==> src/rtl/sakebi_crc_stream_engine_if.sv <==
// Beat stream and CRC result handshake shared by the CRC engine and its producer/consumer.
// The master side drives input beats and takes results; the slave side is the engine.
interface sakebi_crc_stream_engine_if #(
    parameter int DATA_WIDTH = 8,
    parameter int CRC_WIDTH  = 32
);
    localparam int KEEP_WIDTH = DATA_WIDTH / 8;

    logic                  i_valid;
    logic                  o_ready;
    logic [DATA_WIDTH-1:0] i_data;
    logic [KEEP_WIDTH-1:0] i_keep;
    logic                  i_sof;
    logic                  i_last;
    logic                  o_res_valid;
    logic                  i_res_ready;
    logic [CRC_WIDTH-1:0]  o_res_crc;
    logic                  o_res_match;

    modport master (
        output i_valid, i_data, i_keep, i_sof, i_last, i_res_ready,
        input  o_ready, o_res_valid, o_res_crc, o_res_match
    );

    modport slave (
        input  i_valid, i_data, i_keep, i_sof, i_last, i_res_ready,
        output o_ready, o_res_valid, o_res_crc, o_res_match
    );
endinterface

==> src/rtl/sakebi_crc_stream_engine.sv <==
// Streaming parametrised CRC engine: folds every enabled byte of a beat in one cycle and
// holds the finished CRC plus residue-match flag on a valid/ready result port.
module sakebi_crc_stream_engine #(
    parameter int          DATA_WIDTH = 8,
    parameter int          KEEP_WIDTH = DATA_WIDTH / 8,
    parameter int          CRC_WIDTH  = 32,
    parameter logic [31:0] POLY       = 32'h04C11DB7,
    parameter logic [31:0] INIT       = 32'hFFFFFFFF,
    parameter logic [31:0] XOR_OUT    = 32'hFFFFFFFF,
    parameter bit          REFLECT    = 1'b1,
    parameter logic [31:0] RESIDUE    = 32'h2144DF1C
) (
    input  logic                         i_clk,
    input  logic                         i_rst_n,
    sakebi_crc_stream_engine_if.slave    bus
);
    localparam logic [CRC_WIDTH-1:0] POLY_W    = POLY[CRC_WIDTH-1:0];
    localparam logic [CRC_WIDTH-1:0] INIT_W    = INIT[CRC_WIDTH-1:0];
    localparam logic [CRC_WIDTH-1:0] XOR_W     = XOR_OUT[CRC_WIDTH-1:0];
    localparam logic [CRC_WIDTH-1:0] RESIDUE_W = RESIDUE[CRC_WIDTH-1:0];

    typedef enum logic [1:0] {IDLE, ACCUM, HOLD} state_t;

    // Serial-equivalent shift of one byte; REFLECT feeds bit 0 first into the MSB-first register.
    function automatic logic [CRC_WIDTH-1:0] fold_byte(input logic [CRC_WIDTH-1:0] rem,
                                                       input logic [7:0]           b);
        logic [CRC_WIDTH-1:0] r;
        logic                 fb;
        r = rem;
        for (int i = 0; i < 8; i++) begin
            fb = r[CRC_WIDTH-1] ^ (REFLECT ? b[i] : b[7-i]);
            r  = {r[CRC_WIDTH-2:0], 1'b0};
            if (fb) r = r ^ POLY_W;
        end
        return r;
    endfunction

    function automatic logic [CRC_WIDTH-1:0] fold_beat(input logic [CRC_WIDTH-1:0]  rem,
                                                       input logic [DATA_WIDTH-1:0] data,
                                                       input logic [KEEP_WIDTH-1:0] keep);
        logic [CRC_WIDTH-1:0] r;
        r = rem;
        for (int l = 0; l < KEEP_WIDTH; l++) begin
            if (keep[l]) r = fold_byte(r, data[8*l +: 8]);
        end
        return r;
    endfunction

    function automatic logic [CRC_WIDTH-1:0] bitrev(input logic [CRC_WIDTH-1:0] v);
        logic [CRC_WIDTH-1:0] r;
        for (int i = 0; i < CRC_WIDTH; i++) r[i] = v[CRC_WIDTH-1-i];
        return r;
    endfunction

    state_t                state_p0;
    state_t                state_d;
    logic [CRC_WIDTH-1:0]  rem_p0;
    logic [CRC_WIDTH-1:0]  seed;
    logic [CRC_WIDTH-1:0]  rem_d;
    logic [CRC_WIDTH-1:0]  crc_out;
    logic [KEEP_WIDTH-1:0] keep_eff;
    logic                  accept;
    logic [CRC_WIDTH-1:0]  res_crc_p1;
    logic                  res_match_p1;

    always_comb begin
        accept   = bus.i_valid && (state_p0 != HOLD);
        keep_eff = bus.i_last ? bus.i_keep : {KEEP_WIDTH{1'b1}};
        // Any beat accepted from IDLE or flagged sof starts a fresh frame.
        seed     = ((state_p0 == IDLE) || bus.i_sof) ? INIT_W : rem_p0;
        rem_d    = fold_beat(seed, bus.i_data, keep_eff);
        crc_out  = (REFLECT ? bitrev(rem_d) : rem_d) ^ XOR_W;

        state_d = state_p0;
        unique case (state_p0)
            IDLE:  if (accept) state_d = bus.i_last ? HOLD : ACCUM;
            ACCUM: if (accept && bus.i_last) state_d = HOLD;
            HOLD:  if (bus.i_res_ready) state_d = IDLE;
            default: state_d = IDLE;
        endcase
    end

    // Stage p0: running remainder and FSM; stage p1: latched result held through backpressure.
    always_ff @(posedge i_clk or negedge i_rst_n) begin
        if (!i_rst_n) begin
            state_p0     <= IDLE;
            rem_p0       <= INIT_W;
            res_crc_p1   <= '0;
            res_match_p1 <= 1'b0;
        end else begin
            state_p0 <= state_d;
            if (accept) rem_p0 <= rem_d;
            if (accept && bus.i_last) begin
                res_crc_p1   <= crc_out;
                res_match_p1 <= (crc_out == RESIDUE_W);
            end
        end
    end

    assign bus.o_ready     = i_rst_n && (state_p0 != HOLD);
    assign bus.o_res_valid = (state_p0 == HOLD);
    assign bus.o_res_crc   = res_crc_p1;
    assign bus.o_res_match = res_match_p1;
endmodule

==> src/flat_wrapper.sv <==
// flat-port wrapper written by rule: the top's interface ports become plain ports
module sakebi_crc_stream_engine_flat 
#(
    parameter int          DATA_WIDTH = 8,
    parameter int          KEEP_WIDTH = DATA_WIDTH / 8,
    parameter int          CRC_WIDTH  = 32,
    parameter logic [31:0] POLY       = 32'h04C11DB7,
    parameter logic [31:0] INIT       = 32'hFFFFFFFF,
    parameter logic [31:0] XOR_OUT    = 32'hFFFFFFFF,
    parameter bit          REFLECT    = 1'b1,
    parameter logic [31:0] RESIDUE    = 32'h2144DF1C
)
  (i_clk, i_rst_n, bus_i_valid, bus_i_data, bus_i_keep, bus_i_sof, bus_i_last, bus_i_res_ready, bus_o_ready, bus_o_res_valid, bus_o_res_crc, bus_o_res_match);
  sakebi_crc_stream_engine_if #(.DATA_WIDTH(DATA_WIDTH), .CRC_WIDTH(CRC_WIDTH)) bus_i ();
  input  logic i_clk;
  input  logic i_rst_n;
  input wire logic [$bits(bus_i.i_valid)-1:0] bus_i_valid;
  input wire logic [$bits(bus_i.i_data)-1:0] bus_i_data;
  input wire logic [$bits(bus_i.i_keep)-1:0] bus_i_keep;
  input wire logic [$bits(bus_i.i_sof)-1:0] bus_i_sof;
  input wire logic [$bits(bus_i.i_last)-1:0] bus_i_last;
  input wire logic [$bits(bus_i.i_res_ready)-1:0] bus_i_res_ready;
  output wire logic [$bits(bus_i.o_ready)-1:0] bus_o_ready;
  output wire logic [$bits(bus_i.o_res_valid)-1:0] bus_o_res_valid;
  output wire logic [$bits(bus_i.o_res_crc)-1:0] bus_o_res_crc;
  output wire logic [$bits(bus_i.o_res_match)-1:0] bus_o_res_match;
  assign bus_i.i_valid = bus_i_valid;
  assign bus_i.i_data = bus_i_data;
  assign bus_i.i_keep = bus_i_keep;
  assign bus_i.i_sof = bus_i_sof;
  assign bus_i.i_last = bus_i_last;
  assign bus_i.i_res_ready = bus_i_res_ready;
  assign bus_o_ready = bus_i.o_ready;
  assign bus_o_res_valid = bus_i.o_res_valid;
  assign bus_o_res_crc = bus_i.o_res_crc;
  assign bus_o_res_match = bus_i.o_res_match;
  sakebi_crc_stream_engine #(.DATA_WIDTH(DATA_WIDTH), .KEEP_WIDTH(KEEP_WIDTH), .CRC_WIDTH(CRC_WIDTH), .POLY(POLY), .INIT(INIT), .XOR_OUT(XOR_OUT), .REFLECT(REFLECT), .RESIDUE(RESIDUE)) u_core (.i_clk(i_clk), .i_rst_n(i_rst_n), .bus(bus_i));
endmodule
==> config.mk <==
export PLATFORM = sky130hd
export DESIGN_NAME = sakebi_crc_stream_engine_flat
export DESIGN_NICKNAME = d
export VERILOG_FILES = /design/src/rtl/sakebi_crc_stream_engine_if.sv /design/src/rtl/sakebi_crc_stream_engine.sv /design/src/flat_wrapper.sv
export SDC_FILE = /design/constraint.sdc
export NUM_CORES = 1
export LEC_CHECK = 0
export CORE_ASPECT_RATIO = 0.6
export CORE_MARGIN = 8
export CORE_UTILIZATION = 58
export DETAILED_ROUTE_END_ITERATION = 8
export GPL_ROUTABILITY_DRIVEN = 0
export PLACE_DENSITY = 0.81
export SLEW_MARGIN = 25
export SYNTH_ARGS = -nofsm -noshare
export SYNTH_HDL_FRONTEND = slang
export SYNTH_SLANG_ARGS = --single-unit
==> constraint.sdc <==
create_clock -name i_clk -period 3.12 [get_ports i_clk]
set_clock_uncertainty 0.15 [all_clocks]
set_input_delay 0.468 -clock i_clk [delete_from_list [all_inputs] [get_ports i_clk]]
set_output_delay 0.468 -clock i_clk [all_outputs]
set_load 0.02 [all_outputs]
==> out/qor.csv, run 1 <==
stage;metric;value;unit
detailed_routing;viasPerCell;6.393;
floorplan;io_pins;50;
finish;syn2layout_area_growth;24.67;%
synth;yosys_warnings;0;
floorplan;die_x;133.0;um
critical_path;crit_arrival;3.14;ns
sta;period_share;97.75;%
critical_path;critPathKind;in2reg;
synth;syn_nets;537;
power;clockPowerShare;19.4;%
power;p_leak;0.002462;uW
critical_path;cp.required;3.21;ns
synth;synth_cell_types;73;
floorplan;row_count;25;
placed_design;place_inst;689;
cts;clkSinkCount;67;
floorplan;start_util;60.24;%
finish;multiInputGateArea;2834;sq um
detailed_routing;drc;0;
sta;rsz0062_at_grt;no;
power;p_int;3370;uW
power;cellPowerDensity;938.0;nW/um^2
power;combPwrFrac;48.3;%
finish;final_layout_size_suffix_gt1_share;24.25;%
sta;maxSlewViolCount;0;
cts;clk_pin_slew;0.05;ns
floorplan;die-area;11470;sq um
synth;synth_common_cells;70 x nand2_1, 51 x o21ai_0, 42 x nor2_1;
synth;synth_top_area_share;18.37;%
power;p_sw_share;39.54;%
synth;syn_inst;522;
placed_design;post_dp_cell_area;5553;sq um
global_routing;grt_pass1_vias;4386;
floorplan;fp.dieH;86.23;um
global_routing;grtUsageTotal;25.67;%
detailed_routing;wl_per_cell;21.16;um
synth;synth_area_per_cell;9.132;sq um
sta;setup_viol;0;
job;max-cap-violations;0;
global_routing;grt_pass1_wl;23060;um
detailed_routing;drtIter0Drc;572;
power;seq_power_share;32.3;%
power;netSwitchingPower;2204;uW
finish;fillers;587;
finish;num-nets-final;612;
synth;synthArstFlopShare;100.0;%
detailed_routing;routed_wl;15020;um
finish;diodes;0;
critical_path;worst_setup_path_end_kind;register;
synth;synth_top_cell_by_area;dfrtp_1;
detailed_routing;firstDrtPassIters;7;
sta;worst_slew_pin_slew;0.7828;ns
sta;finalSetupTns;0;ns
synth;synth_flop_cell;dfrtp_1;
synth;yosysMostFrequentCell;nand2_1;
critical_path;start_kind;primary input;
hold_path;holdCritPathClass;in2async;
sta;hold_viol_final;0;
run_status;status;complete, no violations;
cts;cts-root-buf;clkbuf_16;
cts;clockBufferDepth;2;
finish;final_cells;710;
placed_design;place_hpwl;11020;um
synth;synth_edf_count;0;
global_routing;grt_max_degree;46;
sta;post-route-min-period;3.050;ns
cts;cts_tree;yes;
global_routing;overflow;0;
finish;stdcell_area;5943;sq um
synth;synthTopCellsByArea;dfrtp_1 18%, dfstp_2 18%, xnor2_1 6.4%, nand2_1 5.5%, o21ai_0 5.4%;
global_routing;antenna_found_initial;0;
detailed_routing;vias;4539;
sta;max_freq;327.9;MHz
cts;htree_levels;3;
cts;cts_buffers;9;
sta;hold_ws;0.05567;ns
cts;hold_buffers;0;
placed_design;port_buffers;49;
critical_path;path_max_fanout;7;
detailed_routing;ant_nets;0;
finish;post-route-util;75.10;%
floorplan;core-area;7914;sq um
finish;regArea;1717;sq um
synth;netlist_area;4767;sq um
synth;ys_ff_latch;67;
power;ir_drop;0.6155;mV
synth;ys_seq_area_share;36.01;%
cts;insertion_delay;0.33;ns
sta;relSlewSlack;47.50;%
[metrics by stage]
stage	setup slack [ns]	power [uW]
after floorplan	0.5496	3295
after global placement	-0.08069	4267
after detailed placement	-0.1550	4369
after CTS	0.1127	5493
after global routing	0.01397	5822
final	0.07020	5575
[registers in the layout, indices dropped and copies added, names as in the netlist]
register and count:
u_core.bus.o_res_crc 32, u_core.bus.o_res_match 1, u_core.rem_p0 32, u_core.state_p0 2
[power by group through the flow]
stage	logic [uW]	registers, uW	clock network, uW
after floorplan	1550	1740	0
after global placement	2540	1730	0
after detailed placement	2610	1760	0
after CTS	2640	1760	1100
after global routing	2870	1820	1130
final	2690	1800	1080
[per-layer routing]
layer  wire length [um]  global-route usage [%]
met2               6257                   38.16
met3               1981                   9.758
met5                  0                       0
met4                592                   12.30
met1               6190                   32.38
[final cells by class]
| type | instances | share of cell area (%) |
|---|---|---|
| clock buffers | 12 | 4.147 |
| clock inverters | 4 | 1.242 |
| inverters | 3 | 0.1895 |
| multi-input cells | 412 | 47.68 |
| flip-flops and latches | 67 | 28.88 |
| well taps | 108 | 2.274 |
| repair buffers | 104 | 15.58 |
[cells in the final DEF (no fill, tap or decap), drive strengths merged, types with 9 or more instances in the layout]
cell	count
nand2	73
o21ai	52
nor3	31
xnor2	38
buf	56
clkdlybuf4s50	47
mux2	19
clkbuf	12
dfstp	32
a21oi	24
nor2	43
xnor3	9
dfrtp	35
or3	9
xor2	20
[repair_timing]
| item | CTS | global route |
|---|---|---|
| setup buffers | 0 | 3 |
| gates resized for setup | 0 | 7 |
| endpoints found under the setup margin | 0 | 1 |
[path summary, 6_finish.rpt]
check / from / to / slack, ns / cells after the start
worst max-delay path: bus_i_data[4] / u_core.bus.o_res_match / 0.07 / 8
worst min-delay path: i_rst_n / u_core.bus.o_res_crc[11] / 0.06 / 2
worst max register to register: u_core.state_p0[1] / u_core.bus.o_res_match / 0.09 / 9
worst min register to register: u_core.bus.o_res_crc[12] / u_core.bus.o_res_crc[12] / 0.32 / 2
max in group asynchronous: i_rst_n / u_core.rem_p0[31] / 1.90 / 3
min in group i_clk: u_core.bus.o_res_crc[12] / u_core.bus.o_res_crc[12] / 0.32 / 2
[cell families (layout without fill, tap and decap cells)]
group,after synthesis,count (layout),synth area share (%)
buffers and inverters,45,123,5.485
and+or+nand+nor,192,192,19.11
xor gates and xnor gates,68,68,16.30
AOI/OAI and AO/OA,128,130,17.98
DFF,67,67,36.01
muxes,22,22,5.118
[worst max-delay path, cell delays in order]
cell and delay (ns):
clkdlybuf4s50_1 0.75, xor2_2 0.47, xor2_2 0.31, o221a_1 0.24, o211ai_1 0.13, nor4_2 0.33
nand4_1 0.21, o31ai_2 0.23
(Power assumes the default switching activity.)
==> run 2: changes to the inputs <==
--- a/config.mk
+++ b/config.mk
@@ -7,10 +7,11 @@
 export LEC_CHECK = 0
 export CORE_ASPECT_RATIO = 0.6
 export CORE_MARGIN = 8
-export CORE_UTILIZATION = 58
+export CORE_UTILIZATION = 65
 export DETAILED_ROUTE_END_ITERATION = 8
+export DONT_BUFFER_PORTS = 1
 export GPL_ROUTABILITY_DRIVEN = 0
-export PLACE_DENSITY = 0.81
+export PLACE_DENSITY = 0.85
 export SLEW_MARGIN = 25
 export SYNTH_ARGS = -nofsm -noshare
 export SYNTH_HDL_FRONTEND = slang
==> out/qor.csv, run 2 (synthesis results as in run 1) <==
stage;metric;value;unit
placed_design;place_hpwl;9938;um
critical_path;cp.required;3.22;ns
sta;setup_ws;0.03851;ns
detailed_routing;viasPerCell;6.813;
critical_path;crit_family;compound AO/OA/AOI/OAI gates;
power;power.total;4979;uW
placed_design;port_buffers;0;
global_routing;grt_max_degree;68;
finish;fillers;534;
floorplan;die-area;10420;sq um
critical_path;start_kind;register;
detailed_routing;drtIter0Drc;637;
finish;final_cell_mix;70 x nand2_1, 51 x o21ai_0, 42 x nor2_1;
detailed_routing;ant_nets;0;
sta;finalSetupTns;0;ns
finish;stdcell_area;5089;sq um
finish;num-nets-final;523;
power;p_leak;0.002061;uW
sta;hold_viol_final;0;
floorplan;fp.dieH;82.34;um
sta;maxSlewViolCount;0;
floorplan;start_util;66.42;%
cts;clk_pin_slew;0.05;ns
critical_path;critPathKind;reg2reg;
floorplan;core-area;7177;sq um
cts;clockBufferDepth;2;
cts;cts_buffers;9;
floorplan;io_pins;50;
cts;cts-root-buf;clkbuf_16;
critical_path;critPathMaxStageDelay;0.54;ns
placed_design;post_dp_cell_area;4728;sq um
placed_design;place_inst;584;
run_status;status;complete, no violations;
global_routing;overflow;0;
sta;setup_viol;0;
cts;insertion_delay;0.34;ns
cts;htree_levels;3;
critical_path;crit_buf_inv;0;
detailed_routing;routed_wl;14010;um
floorplan;row_count;24;
sta;period_share;98.77;%
detailed_routing;firstDrtPassIters;6;
hold_path;holdCritPathClass;in2reg;
critical_path;worstPathCellList;o21bai_4, o21ai_0, a211oi_1, nor3_1, a211oi_1, o2111a_1, nand4_1, o31ai_2;
critical_path;path_max_fanout;13;
global_routing;antenna_found_initial;1;
cts;cts_resized;0;
global_routing;grtUsageTotal;27.92;%
finish;syn2layout_area_growth;6.745;%
job;max-cap-violations;0;
detailed_routing;wl_per_cell;23.16;um
global_routing;grt_pass1_vias;3905;
detailed_routing;vias;4122;
cts;clkSinkCount;67;
finish;final_cells;605;
critical_path;worst_setup_path_end_kind;register;
critical_path;crit_slowest_cell;a211oi_1;
sta;relSlewSlack;48.09;%
power;cellPowerDensity;978.5;nW/um^2
sta;worst_slew_pin_slew;0.7753;ns
floorplan;die_x;126.6;um
cts;cts_tree;yes;
finish;final_layout_size_suffix_gt1_share;19.30;%
sta;max_freq;324.5;MHz
global_routing;grt_pass1_wl;21760;um
sta;post-route-min-period;3.081;ns
placed_design;pre_cts_ws;0.2102;ns
power;ir_drop;0.6795;mV
detailed_routing;drc;0;
sta;rsz0062_at_grt;no;
critical_path;crit_arrival;3.18;ns
finish;final_common_cell;nand2_1;
critical_path;cpMostUsedCell;a211oi_1;
==> run 2: changes by cell type in the layout (fill, tap and decap cells not counted), sizes merged <==
| cell | delta |
|---|---|
| diode | +1 |
| o21ba | -1 |
| clkdlybuf4s50 | -47 |
| clkinv | -1 |
| dlygate4sd3 | +1 |
| clkbuf | +1 |
| dlymetal6s2s | -1 |
| o21bai | -1 |
| buf | -40 |
==> run 2: through the flow <==
step                      util (%)  hold slack, ns
after floorplan                  -         0.02241
after global placement       65.88         0.02585
after detailed placement     65.88         0.02574
after CTS                    70.66         0.09041
after global routing         70.87         0.09233
final                        70.90         0.09580
==> run 2: final timing paths <==
path	startpoint	endpoint	slack, ns	cells past startpoint
worst min-delay path	bus_i_res_ready	u_core.state_p0[1]	0.1	1
worst max-delay path	u_core.state_p0[1]	u_core.bus.o_res_match	0.04	8
min in group asynchronous	i_rst_n	u_core.bus.o_res_crc[6]	0.51	2
max in group asynchronous	i_rst_n	u_core.rem_p0[9]	1.96	2
worst min register to register	u_core.rem_p0[6]	u_core.rem_p0[6]	0.35	2
worst max register to register	u_core.state_p0[1]	u_core.bus.o_res_match	0.04	8
==> run 2: worst register-to-register path: stages (launching register included) <==
cell and delay [ns]:
dfrtp_1 0.45, o21bai_4 0.38, o21ai_0 0.33, a211oi_1 0.54, nor3_1 0.13, a211oi_1 0.42, o2111a_1 0.28, nand4_1 0.12
o31ai_2 0.20
==> run 2: final cells by class <==
type	instances	area (sq um)	share of cell area [%]
Timing Repair Buffer	17	150.1	2.951
Multi-Input combinational cell	410	2789	54.81
Antenna cell	1	2.502	0.04918
Sequential cell	67	1717	33.74
Clock buffer	13	240.2	4.721
Tap cell	91	113.9	2.238
Inverter	3	11.26	0.2213
Clock inverter	3	65.06	1.279
==> run 2: routing by layer <==
metal  up-vias  share of wire [%]  track usage (%)
li1       1809                  -                -
met1      1942                 39            35.96
met2       301                 41            40.58
met3        66                 17            14.10
met4         4                3.2            8.462
met5         -               0.19                0
==> run 2: power by group <==
group          total (uW)  switching (uW)  internal, uW
combinational        1870            1020           848
sequential           2040             692          1350
clock                1070             371           699
==> run 2: timing repair <==
action,in CTS,in global routing
setup buffers,0,2
hold buffers,2,0
endpoints found under the hold margin,67,0
endpoints found under the setup margin,0,1
